### config.mk
export PLATFORM = sky130hd
export DESIGN_NAME = fsub_issue
export DESIGN_NICKNAME = d
export VERILOG_FILES = /design/src/rtl/fpu_pkg.sv /design/src/rtl/fpu_result_fifo.sv /design/src/rtl/fsub_issue.sv
export SDC_FILE = /design/constraint.sdc
export NUM_CORES = 1
export LEC_CHECK = 0
export CAP_MARGIN = 20
export CELL_PAD_IN_SITES_DETAIL_PLACEMENT = 0
export CELL_PAD_IN_SITES_GLOBAL_PLACEMENT = 1
export CORE_MARGIN = 5
export CORE_UTILIZATION = 42
export DETAILED_ROUTE_END_ITERATION = 6
export PLACE_DENSITY = 0.78
export SYNTH_ARGS = -nofsm -noshare
export SYNTH_HDL_FRONTEND = slang
export SYNTH_SLANG_ARGS = --single-unit
### constraint.sdc
create_clock -name clk -period 4.5 [get_ports clk]
set_clock_uncertainty 0.1 [all_clocks]
set_input_delay 0.45 -clock clk [delete_from_list [all_inputs] [get_ports clk]]
set_output_delay 0.45 -clock clk [all_outputs]
set_load 0.1 [all_outputs]
### src/rtl/fpu_pkg.sv
// Shared FPU types and constants: single-precision word, sign position and
// the add/sub opcode encoding used by the issue wrappers.
package fpu_pkg;

  typedef logic [31:0] float_t;

  localparam int   SIGN_BIT = 31;
  localparam logic OP_SUB   = 1'b0;
  localparam logic OP_ADD   = 1'b1;

  // a + b is issued to the subtractor as a - (-b)
  function automatic float_t negate(input float_t x);
    float_t r;
    r           = x;
    r[SIGN_BIT] = ~x[SIGN_BIT];
    return r;
  endfunction

endpackage

### src/rtl/fpu_result_fifo.sv
// Circular result FIFO with a combinational head and an occupancy count.
// The head reads as zero while the FIFO is empty.
module fpu_result_fifo
  import fpu_pkg::*;
#(
  parameter int DEPTH = 8,
  parameter int W     = 36
) (
  input  logic                       clk,
  input  logic                       rstn,
  input  logic                       push,
  input  logic [W-1:0]               push_data,
  input  logic                       pop,
  output logic [W-1:0]               head_data,
  output logic [$clog2(DEPTH+1)-1:0] count,
  output logic                       empty,
  output logic                       full
);

  localparam int PW = (DEPTH > 1) ? $clog2(DEPTH) : 1;
  localparam int CW = $clog2(DEPTH+1);

  logic [PW-1:0] rd_ptr_reg, wr_ptr_reg;
  logic [CW-1:0] count_reg, count_next;
  logic [W-1:0]  mem [DEPTH];
  logic          do_push, do_pop;

  function automatic logic [PW-1:0] wrap_inc(input logic [PW-1:0] p);
    return (p == PW'(DEPTH-1)) ? '0 : p + 1'b1;
  endfunction

  assign empty   = (count_reg == '0);
  assign full    = (count_reg == CW'(DEPTH));
  assign do_pop  = pop && !empty;
  assign do_push = push && !full;

  always_comb begin
    count_next = count_reg;
    case ({do_push, do_pop})
      2'b10:   count_next = count_reg + 1'b1;
      2'b01:   count_next = count_reg - 1'b1;
      default: count_next = count_reg;
    endcase
  end

  always_ff @(posedge clk or negedge rstn) begin
    if (!rstn) begin
      rd_ptr_reg <= '0;
      wr_ptr_reg <= '0;
      count_reg  <= '0;
    end else begin
      if (do_push) wr_ptr_reg <= wrap_inc(wr_ptr_reg);
      if (do_pop)  rd_ptr_reg <= wrap_inc(rd_ptr_reg);
      count_reg <= count_next;
    end
  end

  // Storage carries no reset; only the pointers and count define contents.
  always_ff @(posedge clk) begin
    if (do_push) mem[wr_ptr_reg] <= push_data;
  end

  assign head_data = empty ? '0 : mem[rd_ptr_reg];
  assign count     = count_reg;

  // The issuer's credit check guarantees a free slot for every write.
  assert property (@(posedge clk) disable iff (!rstn) push |-> !full)
    else $error("fpu_result_fifo: write into a full FIFO");

endmodule

### src/rtl/fsub_issue.sv
// Issue/writeback wrapper for a fixed-latency, non-stallable fsub pipeline:
// operand registers, valid/tag shadow pipe, credit check and result FIFO.
module fsub_issue
  import fpu_pkg::*;
#(
  parameter int LAT   = 3,
  parameter int DEPTH = 8,
  parameter int TAGW  = 4
) (
  input  logic            clk,
  input  logic            rstn,
  input  logic            in_valid,
  output logic            in_ready,
  input  logic            in_op,
  input  logic [31:0]     in_x1,
  input  logic [31:0]     in_x2,
  input  logic [TAGW-1:0] in_tag,
  output logic [31:0]     fs_x1,
  output logic [31:0]     fs_x2,
  input  logic [31:0]     fs_y,
  output logic            out_valid,
  input  logic            out_ready,
  output logic [31:0]     out_y,
  output logic [TAGW-1:0] out_tag,
  output logic            busy
);

  localparam int IW = $clog2(LAT+1);
  localparam int CW = $clog2(DEPTH+1);
  localparam int FW = 32 + TAGW;

  float_t          fs_x1_reg, fs_x2_reg;
  logic [LAT:1]    v_reg;
  logic [TAGW-1:0] tag_reg [1:LAT];
  logic [IW-1:0]   inflight;
  logic [CW-1:0]   fifo_count;
  logic [FW-1:0]   fifo_head;
  logic            fifo_empty, fifo_full;
  logic            accept;

  always_comb begin
    inflight = '0;
    for (int k = 1; k <= LAT; k++) inflight = inflight + IW'(v_reg[k]);
  end

  // Credit counts everything already committed to the FIFO; a pop in this
  // same cycle is deliberately not credited, keeping in_ready off the
  // out_ready path.
  assign in_ready = rstn && ((int'(fifo_count) + int'(inflight)) < DEPTH);
  assign accept   = in_valid && in_ready;

  always_ff @(posedge clk or negedge rstn) begin
    if (!rstn) begin
      fs_x1_reg <= '0;
      fs_x2_reg <= '0;
      v_reg     <= '0;
      for (int k = 1; k <= LAT; k++) tag_reg[k] <= '0;
    end else begin
      if (accept) begin
        fs_x1_reg  <= in_x1;
        fs_x2_reg  <= (in_op == OP_ADD) ? negate(in_x2) : in_x2;
        v_reg[1]   <= 1'b1;
        tag_reg[1] <= in_tag;
      end else begin
        fs_x1_reg <= '0;
        fs_x2_reg <= '0;
        v_reg[1]  <= 1'b0;
      end
      for (int k = LAT; k >= 2; k--) begin
        v_reg[k]   <= v_reg[k-1];
        tag_reg[k] <= tag_reg[k-1];
      end
    end
  end

  fpu_result_fifo #(
    .DEPTH (DEPTH),
    .W     (FW)
  ) u_fifo (
    .clk       (clk),
    .rstn      (rstn),
    .push      (v_reg[LAT]),
    .push_data ({fs_y, tag_reg[LAT]}),
    .pop       (out_ready),
    .head_data (fifo_head),
    .count     (fifo_count),
    .empty     (fifo_empty),
    .full      (fifo_full)
  );

  assign fs_x1     = fs_x1_reg;
  assign fs_x2     = fs_x2_reg;
  assign out_valid = !fifo_empty;
  assign out_y     = fifo_head[FW-1:TAGW];
  assign out_tag   = fifo_head[TAGW-1:0];
  assign busy      = (|v_reg) || (fifo_count != '0);

endmodule

# [Word-level counts from Yosys, hierarchy flattened]
# Memories as Yosys holds them, arrays and structs flattened.
# Index checks and enable logic that the tools add are counted.
[classes] order_cmp=1 mux=10 n_bitwise=1 n_reduce_logical=11 eq_ne=5 n_addsub=7
[ops] operator="$mux 32" count=3
[ops] operator="$mux 36" count=1
[ops] operator="$pmux 4 s2" count=1
[ops] operator="$add 3x1->3 const B" count=2
[ops] operator="$eq 3x3->1 const B" count=2
[ops] operator="$mux 3" count=2
[ops] operator="$add 4x2->5" count=1
[ops] operator="$lt 5x4->1 const B" count=1
[ops] operator="$add 4x1->4 const B" count=1
[ops] operator="$eq 4x4->1 const B" count=1
[ops] operator="$logic_and 1x1->1" count=4
[ops] operator="$logic_not 4->1" count=1
[ops] operator="$reduce_bool 4->1" count=1
[ops] operator="$sub 4x1->4 const B" count=1
[ops] operator="$mux 1" count=3
[ops] operator="$reduce_or 3->1" count=1
[ops] operator="$add 1x1->2" count=1
[ops] operator="$add 2x1->2" count=1
[ops] operator="$eq 2x1->1 const B" count=1
[ops] operator="$eq 2x2->1 const B" count=1
[ops] operator="$logic_not 1->1" count=2
[ops] operator="$reduce_bool 2->1" count=1
[ops] operator="$logic_or 1x1->1" count=1
[ops] operator="$not 1->1" count=1
[totals] output_inout_bits=103 regBits=89 in_bits=105 mem_count=1 ramBits=288 word_cells=45
[memory_table] memory="u_fifo.mem" words=8 word_bits=36 read_ports=1 rd_ports_with_merged_regs=0 wr=1 line_no="fpu_result_fifo.sv:25" text="logic [W-1:0] mem [DEPTH];"

# [Depth between registers and ports, before layout]
# Gate-level depths: netlist of the first run.
[logic_depth] depth_word=7 depth_mapped=9 ltp_nobuf=9

# [Modules after synthesis]
# From an unflattened synthesis of the first run, not the netlist that was laid out.
[unflattened] hier_cells=687 area_unflattened_um2=14136.1
[modules_own_cells] module="fpu_result_fifo" cells_per_inst=518 area_each_um2=11546.1 n_inst=1 seq_area_each_um2=8898.5
[modules_own_cells] module="fsub_issue" cells_per_inst=169 area_each_um2=2590.0 n_inst=1 seq_area_each_um2=1976.9

# [Least setup slack after synthesis of the first run]
# Ideal clock, no wire load.
[synth_path] path_kind="register to register" from="register u_fifo.count_reg[0], in the netlist u_fifo.count[0]" to="memory u_fifo.mem[0][0], enable pin" required_ns=3.881 path_stages_with_launch=4 path_buffers=0 period_less_slack_ns=4.833 path_slack_ns=-0.333 arrival_ns=4.214 path_cell_list="dfrtp_1 > or3_1 > o21ai_4 > nor4_1"
[synth_via] elab_chain_len=5
[synth_lines] item="start: declaration" line_no="fpu_result_fifo.sv:24" text="logic [CW-1:0] count_reg, count_next;"
[synth_lines] item="start signal: assignment" line_no="fpu_result_fifo.sv:54" text="count_reg <= count_next;"
[synth_lines] item="$eq 4x4->1" line_no="fpu_result_fifo.sv:33" text="assign full = (count_reg == CW'(DEPTH));"
[synth_lines] item="$logic_not 1->1" line_no="fpu_result_fifo.sv:35" text="assign do_push = push && !full;"
[synth_lines] item="$logic_and 1x1->1" line_no="fpu_result_fifo.sv:35"
[synth_lines] item="$mux 1" line_no="fpu_result_fifo.sv:60" text="if (do_push) mem[wr_ptr_reg] <= push_data;"
[synth_lines] item="$mux 1 (not written as such)" line_no="fpu_result_fifo.sv:60"
[synth_lines] item="end: declaration" line_no="fpu_result_fifo.sv:25"
# No other way between the ends.

# [Final worst setup path of the first run]
[layout_path] from="register u_fifo.count_reg[0], in the netlist u_fifo.count[0]" to="output port out_y[14]"
[layout_via] elab_chain_len=2
[layout_lines] item="$logic_not 4->1" line_no="fpu_result_fifo.sv:32" text="assign empty = (count_reg == '0);"
[layout_lines] item="$mux 36" line_no="fpu_result_fifo.sv:63" text="assign head_data = empty ? '0 : mem[rd_ptr_reg];"
[layout_lines] item="end: declaration" line_no="fsub_issue.sv:23" text="output logic [31:0] out_y,"
# No other way between the ends.

==> flow_metrics.py, run 1 <==
metrics = {
    "status": {
        "status": "finished, final reports clean",
    },
    "critical_path": {
        "path_cells": "nor4_4 -> inv_2 -> and2_2 -> a22o_1 -> clkdlybuf4s50_1",
        "r2r_end": "u_fifo.count[3]",
        "startpoint_type": "register",
        "crit_slowest_cell": "clkdlybuf4s50_1",
        "reg2regPathDepth": 7,
        "slowest_delay_ps": 1140,
        "cp.arrival_ps": 3500,
        "crit_buf_inv": 2,
        "cp-end-kind": "primary output",
        "crit_type": "register to primary output",
        "r2r_start": "u_fifo.count[0]",
        "crit_fanout": 36,
        "crit_required_ps": 3950,
        "ff2ff_setup_slack_ps": 1370,
        "cp_top_family": "buffers and inverters",
    },
    "job": {
        "maxCapViolations": 0,
    },
    "clock_network": {
        "worst_setup_hold_path_clk_slew_ps": 60,
        "cts_resized": 0,
        "postCtsSetupBuffers": 0,
        "h-tree-depth": 2,
        "worstSkewPairLatency_ps": 540,
        "cts_sinks": 377,
        "root_buffer": "clkbuf_16",
        "tritoncts.num_buffers": 39,
        "cts_tree": "done",
        "cts_max_path_buffers": 3,
    },
    "floorplanning": {
        "die_w_um": 192.5,
        "die_h_um": 192.5,
        "ios": 208,
        "start_util_pct": 42.76,
        "core_area_mm2": 0.03270,
        "std_cell_rows": 66,
        "die_area_mm2": 0.03704,
    },
    "grt": {
        "grt_max_degree": 64,
        "gr-usage-all-layers_pct": 16.03,
        "grt_pass1_vias": 7612,
        "overflow": 0,
        "antenna_found_initial": 0,
        "grt_pass1_wl_um": 44800,
    },
    "power": {
        "total_power_w": 0.01322,
        "power_density_mw_per_mm2": 733.5,
        "p_leak_nw": 6.382,
        "ir_worst_vdd_v": 0.0005329,
    },
    "synthesis": {
        "synth.avg_cell_area_um2": 21.35,
        "synth.net_count": 771,
        "netlist_top_cells_area": "edfxtp_1 (62%), dfrtp_1 (16%), mux4_2 (12%)",
        "synthFlopType": "edfxtp_1",
        "yosys.area.top_type_share_pct": 61.85,
        "synthesis.area_mm2": 0.01398,
        "yosys.area.top_type": "edfxtp_1",
        "synth-seq-cells": 377,
        "yosysSeqAreaShare_pct": 77.77,
        "yosysWarnings": 0,
        "synth-edff-count": 288,
        "postSynthCellCount": 655,
        "synth_cell_types": 40,
        "async_reset_ff_share_pct": 23.61,
    },
    "min_path": {
        "hp-class": "register to register",
        "hold_path_depth": 0,
        "hold_start": "tag_reg[6]",
        "hold_end": "tag_reg[2]",
    },
    "timing": {
        "tns_ps": 0,
        "hold_violations": 0,
        "rsz0062_at_grt": "false",
        "worst_pin_slew_ps": 1101,
        "setup_viol": 0,
        "finalCriticalPeriod_ps": 4047,
        "setup_slack_ps": 453.3,
        "relSlewSlack_pct": 26.35,
        "drv_slew": 0,
        "clock.fmax_ghz": 0.2471,
        "period_share_pct": 89.93,
    },
    "placement": {
        "place_hpwl_um": 18090,
        "place.gp.congestion": 0.7403,
        "portBuffers": 207,
        "post-place-ws_ps": 1007,
    },
    "cells_and_area": {
        "diodes": 0,
        "drive_gt1_share_pct": 21.17,
        "largest_register_ffs": 288,
        "final_nets": 1008,
        "area_growth_syn_to_layout_pct": 28.87,
        "mostFrequentLayoutCells": "edfxtp_1 (288), clkdlybuf4s50_1 (190), dfrtp_1 (87)",
        "final_common_cell": "edfxtp_1",
    },
    "route": {
        "routed_wl_um": 29370,
        "drc_errors": 0,
        "ant_nets": 0,
        "post_drt_wl_per_cell_um": 21.55,
        "drt-initial-drc-count": 451,
        "viasPerCell": 5.120,
        "vias": 6978,
        "dr.pass1.iters": 5,
    },
}
[metal layers]
metal / vias up / global-route usage (%) / wire length [um]
met5: - / 0 / 0
met4: 0 / 3.566 / 473
met3: 42 / 6.024 / 3213
met2: 292 / 25.49 / 13860
met1: 3558 / 21.33 / 11820
li1: 3086 / - / -
[report_power, final]
part | internal [W] | switching (W) | total [W]
logic | 0.00164 | 0.00373 | 0.00537
clock network | 0.00208 | 0.00130 | 0.00338
registers | 0.00413 | 0.000346 | 0.00448
[area by class of cell]
| type | count | area [um2] |
|---|---|---|
| multi-input combinational | 237 | 2972 |
| sequential | 377 | 10880 |
| clock buffer | 55 | 1107 |
| clock inverter | 15 | 266.5 |
| timing repair buffer | 228 | 2206 |
| tap | 442 | 553.0 |
| inverter | 9 | 33.78 |
| fill | 2522 | 14680 |
[stage by stage]
stage	instance area (um2)	hold WS, ps	std cells	utilization, %
global placement	16630	238.9	1291	50.84
detailed placement	16640	240.2	1292	50.88
CTS	18020	253.8	1363	55.11
floorplan	13990	54.41	655	-
finish	18020	250.7	1363	55.11
global route	18020	260.7	1363	55.11
[synthesized netlist by cell type, types with 2 or more instances]
cell,number
a21oi_1,2
a22o_1,36
and2_1,65
buf_2,12
buf_6,4
clkbuf_1,13
dfrtp_1,89
edfxtp_1,288
fa_1,2
ha_1,9
inv_1,8
mux2_2,11
mux4_2,72
nand2_1,4
nand2b_1,2
nand3_1,2
nor2_1,6
nor3_1,4
nor3b_1,3
o211ai_1,2
xor2_1,2
[how the worst max path moves through the flow]
stage                     from               end  slack (ps)  depth (start not counted)
2_1_floorplan  u_fifo.count[0]  u_fifo.mem[1][0]         610                          3
3_3_place_gp   u_fifo.count[0]         out_y[17]        1060                          5
3_5_place_dp   u_fifo.count[0]          out_y[8]        1010                          5
4_1_cts        u_fifo.count[0]          out_y[8]         410                          5
5_1_grt        u_fifo.count[0]         out_y[14]         280                          5
6_report       u_fifo.count[0]         out_y[14]         450                          5
[logic make-up after synthesis]
| logic type | count (synthesis) | share of synthesized area [%] |
|---|---|---|
| adder cells (fa/ha/maj) | 11 | 1.092 |
| multiplexers | 84 | 12.55 |
| flip-flops | 377 | 77.77 |
| XOR/XNOR | 3 | 0.1879 |
| AND/OR/NAND/NOR | 95 | 4.206 |
| AO/OA/AOI/OAI | 44 | 2.729 |
| buffers and inverters | 41 | 1.458 |
[repair_timing]
action / CTS / global route
endpoints found under the setup margin: 0 / 0
hold buffers: 1 / 0
endpoints found under the hold margin: 26 / 0
[worst register-to-register path: cells and delay by family (launching register included)]
family | cells | cell delay, ps
flip-flops | 1 | 480
AO/OA/AOI/OAI | 3 | 580
adder cells (fa/ha/maj) | 2 | 740
AND/OR/NAND/NOR | 2 | 1110
(Power assumes the default switching activity.)
==> run 2: changes to the inputs <==
--- a/config.mk
+++ b/config.mk
@@ -12,6 +12,8 @@
 export CORE_UTILIZATION = 42
 export DETAILED_ROUTE_END_ITERATION = 6
 export PLACE_DENSITY = 0.78
+export SLEW_MARGIN = 0
 export SYNTH_ARGS = -nofsm -noshare
 export SYNTH_HDL_FRONTEND = slang
 export SYNTH_SLANG_ARGS = --single-unit
+export TNS_END_PERCENT = 5
==> results of run 2 <==
Final layout, timing and power as in run 1 (identical DEF).
